===== src/rtl/riscv_pc_pkg.sv =====
// riscv_pc_pkg: shared fetch-PC constants, redirect source indices and next-PC select encoding
package riscv_pc_pkg;
  localparam int XLEN = 32;
  localparam logic [31:0] RESET_VECTOR = 32'h0000_0000;
  localparam int INC = 4;
  localparam int SRC_BRANCH = 0;
  localparam int SRC_JAL = 1;
  localparam int SRC_JALR = 2;
  localparam int SRC_TRAP = 3;
  typedef enum logic [2:0] {
    SEL_SEQ,
    SEL_NEW,
    SEL_BUF,
    SEL_PEND,
    SEL_HOLD
  } next_sel_e;
endpackage


===== src/rtl/pc_redirect_unit_prio_sel.sv =====
// pc_prio_sel: highest-index-wins priority encoder and target mux over redirect sources
module pc_prio_sel #(
  parameter int NUM_SRC = 4,
  parameter int XLEN = 32
) (
  input  logic [NUM_SRC-1:0]      src_valid,
  input  logic [NUM_SRC*XLEN-1:0] src_target,
  output logic                    win_valid,
  output logic [XLEN-1:0]         win_target
);
  always_comb begin
    win_valid = |src_valid;
    win_target = '0;
    for (int i = 0; i < NUM_SRC; i++)
      if (src_valid[i]) win_target = src_target[i*XLEN +: XLEN];
  end
endmodule


===== src/rtl/pc_redirect_unit.sv =====
// pc_redirect_unit: fetch PC register with prioritised redirects, stall-pending buffer and misalignment reporting
module pc_redirect_unit #(
  parameter int XLEN = riscv_pc_pkg::XLEN,
  parameter int NUM_SRC = 4,
  parameter logic [XLEN-1:0] RESET_VECTOR = XLEN'(riscv_pc_pkg::RESET_VECTOR),
  parameter int INC = riscv_pc_pkg::INC
) (
  input  logic                    clk,
  input  logic                    rst_n,
  input  logic                    stall,
  input  logic [NUM_SRC-1:0]      src_valid,
  input  logic [NUM_SRC*XLEN-1:0] src_target,
  output logic [XLEN-1:0]         pc,
  output logic [XLEN-1:0]         pc_inc,
  output logic                    redirected,
  output logic                    pending,
  output logic                    misalign,
  output logic [XLEN-1:0]         misalign_addr
);
  import riscv_pc_pkg::*;
  logic            win_valid, win_ok, win_bad;
  logic [XLEN-1:0] win_target;
  next_sel_e       sel;
  logic [XLEN-1:0] pc_d, pc_q, buf_d, buf_q, misalign_addr_d, misalign_addr_q;
  logic            pend_d, pend_q, redir_d, redir_q, misalign_d, misalign_q;
  pc_prio_sel #(.NUM_SRC(NUM_SRC), .XLEN(XLEN)) u_sel (
    .src_valid (src_valid),
    .src_target(src_target),
    .win_valid (win_valid),
    .win_target(win_target)
  );
  assign pc_inc = pc_q + XLEN'(INC);
  // a misaligned winner is dropped entirely, so it never touches pc or the buffer
  always_comb begin
    win_ok = win_valid && win_target[1:0] == 2'b00;
    win_bad = win_valid && win_target[1:0] != 2'b00;
    sel = win_ok ? (stall ? SEL_BUF : SEL_NEW) : stall ? SEL_HOLD : pend_q ? SEL_PEND : SEL_SEQ;
    pc_d = sel == SEL_NEW ? win_target : sel == SEL_PEND ? buf_q : sel == SEL_SEQ ? pc_inc : pc_q;
    buf_d = sel == SEL_BUF ? win_target : buf_q;
    redir_d = sel == SEL_NEW || sel == SEL_PEND;
    pend_d = sel == SEL_BUF ? 1'b1 : redir_d ? 1'b0 : pend_q;
    misalign_d = win_bad;
    misalign_addr_d = win_bad ? win_target : misalign_addr_q;
  end
  always_ff @(posedge clk or negedge rst_n) begin
    if (!rst_n) begin
      pc_q <= RESET_VECTOR;
      buf_q <= '0;
      pend_q <= 1'b0;
      redir_q <= 1'b0;
      misalign_q <= 1'b0;
      misalign_addr_q <= '0;
    end else begin
      pc_q <= pc_d;
      buf_q <= buf_d;
      pend_q <= pend_d;
      redir_q <= redir_d;
      misalign_q <= misalign_d;
      misalign_addr_q <= misalign_addr_d;
    end
  end
  assign pc = pc_q;
  assign redirected = redir_q;
  assign pending = pend_q;
  assign misalign = misalign_q;
  assign misalign_addr = misalign_addr_q;
endmodule


===== config.mk =====
export PLATFORM = sky130hd
export DESIGN_NAME = pc_redirect_unit
export DESIGN_NICKNAME = d
export VERILOG_FILES = /design/src/rtl/riscv_pc_pkg.sv /design/src/rtl/pc_redirect_unit_prio_sel.sv /design/src/rtl/pc_redirect_unit.sv
export SDC_FILE = /design/constraint.sdc
export NUM_CORES = 1
export LEC_CHECK = 0
export ABC_AREA = 1
export CAP_MARGIN = 20
export CORE_ASPECT_RATIO = 0.5
export CORE_MARGIN = 5
export CORE_UTILIZATION = 35
export DETAILED_ROUTE_END_ITERATION = 10
export PLACE_DENSITY = 0.72
export SLEW_MARGIN = 20
export SYNTH_ARGS = -nofsm -noshare
export SYNTH_HDL_FRONTEND = slang
export SYNTH_SLANG_ARGS = --single-unit

===== constraint.sdc =====
create_clock -name clk -period 2.5 [get_ports clk]
set_input_delay 0.75 -clock clk [delete_from_list [all_inputs] [get_ports clk]]
set_output_delay 0.75 -clock clk [all_outputs]
set_load 0.01 [all_outputs]

==> flow_summary.json, run 1 <==
{
  "via_per_inst": 5.00,
  "vias": 7521,
  "synth_top_area_share_pct": 40.4,
  "relSlewSlack_pct": 59.5,
  "holdBufCountCts": 0,
  "min_period_over_period_pct": 104,
  "combinationalPowerShare_pct": 45.8,
  "crit_type": "flip-flop to primary output",
  "rows": 34,
  "ys_types": 31,
  "skew_ps": 10.6,
  "synth_seq_area_share_pct": 40.4,
  "syn_to_final_growth_pct": 67.9,
  "finalHoldViolations": 0,
  "p_leak_nw": 4.78,
  "maxCapViolations": 0,
  "placed_cell_area_mm2": 0.00947,
  "numCtsBuffers": 9,
  "firstDrtPassIters": 5,
  "cp.required_ps": 1750,
  "antenna_cells": 0,
  "syn_area_mm2": 0.00614,
  "ys_seq_elements": 99,
  "p_per_area_mw_per_mm2": 665,
  "fin_nets": 1400,
  "path_max_fanout": 4,
  "grt.overflow.total": 0,
  "die_w_um": 197,
  "final_antenna_net_count": 0,
  "final.min_clock_period_ps": 2610,
  "fp.dieH_um": 104,
  "violations": "setup timing",
  "clk_pin_slew_ps": 70,
  "cts_root_buf": "clkbuf_16",
  "p_clk_share_pct": 21.8,
  "finalWorstSetupSlack_ps": -105,
  "drive_above_1_share_pct": 21.3,
  "cts.sinks": 99,
  "avgSynthCellArea_um2": 6.55,
  "fillerInstances": 1507,
  "synth_nets": 1073,
  "h-tree-depth": 3,
  "yosys_warnings": 0,
  "p_seq_share_pct": 32.4,
  "critPathLaunchType": "flip-flop",
  "endpoint_kind": "primary output",
  "grt_start_max_net_pins": 46,
  "cts_buffer_depth": 2,
  "hold_ws_ps": 347,
  "internal-power_w": 0.00432,
  "arrival_ps": 1860,
  "routabilityCongestion": 0.953,
  "p_total_w": 0.00685,
  "ir_drop_mv": 0.390,
  "pin_count": 234,
  "wl_per_cell_um": 17.2,
  "critPathBufInv": 3,
  "start_util_pct": 35.5,
  "port_buffers": 233,
  "core_area_mm2": 0.0173,
  "insertion_delay_ps": 350,
  "netlist_top_cells_area": "dfrtp_1, nand2_1, nor2_1",
  "die_area_mm2": 0.0204,
  "status": "finished, violations left",
  "cp_cell_sequence": "buf_6, nand3_4, inv_4, nand2_2, or2_2, nand2_1, clkdlybuf4s15_2",
  "min_path_type": "input pin to async pin",
  "remaining_drc_errors": 0,
  "setup_viol": 11,
  "max_freq_mhz": 384,
  "switchingPower_w": 0.00254,
  "grt_usage_pct": 24.4,
  "syn_inst": 937,
  "wl_mm": 25.8,
  "synth_ff_type": "dfrtp_1",
  "worst_pin_slew_ps": 601,
  "synthArstFlopShare_pct": 100,
  "cts_tree": "done",
  "synth_top_area_cell": "dfrtp_1",
  "drt_iter0_markers": 662,
  "synth_edf_count": 0,
  "fin_area_mm2": 0.0103,
  "path_delay_family": "simple AND/OR/NAND/NOR gates",
  "grt_pass1_wl_mm": 40.1,
  "cpMaxStageDelayCell": "dfrtp_1",
  "rsz0062_at_grt": "true",
  "worst_path_largest_cell_delay_ps": 430,
  "p_sw_share_pct": 37.0,
  "antenna_found_initial": 0,
  "grt_pass1_vias": 7390,
  "hpwl_mm": 19.8,
  "slew_viol_final": 0
}
-- flip-flops by register name, summed over array words and instances (netlist names) --
register / cells
buf_q: 32
misalign: 1
misalign_addr: 32
pc: 32
redirected: 1
pending: 1
-- final timing paths --
kind / to / depth (start not counted) / slack (ps) / startpoint
setup / recovery: pc_inc[9] / 7 / -110 / pc[2]
hold / removal: misalign_addr[20] / 1 / 350 / rst_n
setup reg to reg: pc[16] / 11 / 640 / pc[2]
hold reg to reg: misalign_addr[1] / 2 / 470 / misalign_addr[1]
max in group asynchronous: buf_q[27] / 2 / 1490 / rst_n
min in group clk: misalign_addr[1] / 2 / 470 / misalign_addr[1]
-- cell families (layout without fill, tap and decap cells) --
family | after synthesis | after routing | synth area share [%]
AND/OR/NAND/NOR | 537 | 537 | 35.0
AO/OA/AOI/OAI | 181 | 181 | 15.1
buffers and inverters | 104 | 436 | 7.15
flip-flops | 99 | 99 | 40.4
XOR/XNOR | 14 | 14 | 2.00
adder cells (fa/ha/maj) | 1 | 1 | 0.204
multiplexers | 1 | 1 | 0.163
-- area by class of cell --
cell class                 instances  area (um2)  share of cell area, %
tap                              234         293                   2.84
clock inverter                     7        93.8                  0.910
multi-input combinational        734        3640                   35.3
inverter                          51         196                   1.91
timing repair buffer             369        3370                   32.7
clock buffer                       9         225                   2.18
sequential                        99        2480                   24.1
-- what timing repair did --
item,CTS,global route
resized for setup,154,65
pin swaps,26,21
endpoints found under the setup margin,28,53
buffers inserted,18,6
gates cloned,0,0
hold endpoints to repair,0,0
-- power by group through the flow --
stage,clock network (W),registers [W],logic (W)
floorplan,0,0.00230,0.00101
global placement,0,0.00220,0.00284
detailed placement,0,0.00221,0.00287
CTS,0.00152,0.00219,0.00301
global route,0.00158,0.00227,0.00338
finish,0.00150,0.00222,0.00314
-- cells in the mapped netlist (all sizes together) (2+ instances only) --
cell and count:
xnor2 6, nor2 117, o22ai 10, a21oi 66, or2 3, o21ai 101, nand4 2, nand2 359
dfrtp 99, o211ai 2, nand3 44, xor2 8, inv 51, buf 30, clkbuf 23, nand3b 10
-- metal layers --
layer,GRT usage [%],share of wire (%),up-vias
met3,4.15,6.6,40
met5,0,0,-
li1,-,-,3651
met2,39.6,47,287
met1,33.7,44,3543
met4,6.68,2.3,0
-- metrics by stage --
| stage | cells | setup WS [ps] | setup TNS [ps] | utilization (%) |
|---|---|---|---|---|
| after floorplan | 937 | 217 | 0 | - |
| after global placement | 1465 | -168 | -3890 | 54.7 |
| after detailed placement | 1465 | -208 | -10690 | 54.7 |
| after CTS | 1499 | -102 | -234 | 58.4 |
| after global routing | 1503 | -176 | -1760 | 59.5 |
| final | 1503 | -105 | -474 | 59.5 |
-- worst register-to-register path, cell delays in order (launching register included) --
cell,delay (ps)
dfrtp_1,430
ha_4,180
nand3_4,80
nor2_4,130
buf_6,110
buf_4,110
nand3_4,70
xnor2_2,140
buf_4,130
buf_4,120
mux2i_1,110
o21ai_0,110
-- cells in the final DEF, fill, tap and decap left out, drive strengths merged, types with 8 or more instances in the layout --
cell type      netlist  final
dfrtp               99     99
clkbuf              23     13
buf                 30    156
nand3b              10     10
xor2                 8      8
clkdlybuf4s50        0    203
o21ai              101    101
inv                 51     54
nor2               117    117
a21oi               66     66
o22ai               10     10
nand2              359    359
nand3               44     44
Note: power is estimated with default switching activity, not from simulation.
==> inputs of run 2 (changes only) <==
- ABC_CLOCK_PERIOD_IN_PS: default -> 2500
==> results of run 2 <==
The final DEF is identical to that of run 1; final timing and power are the same.
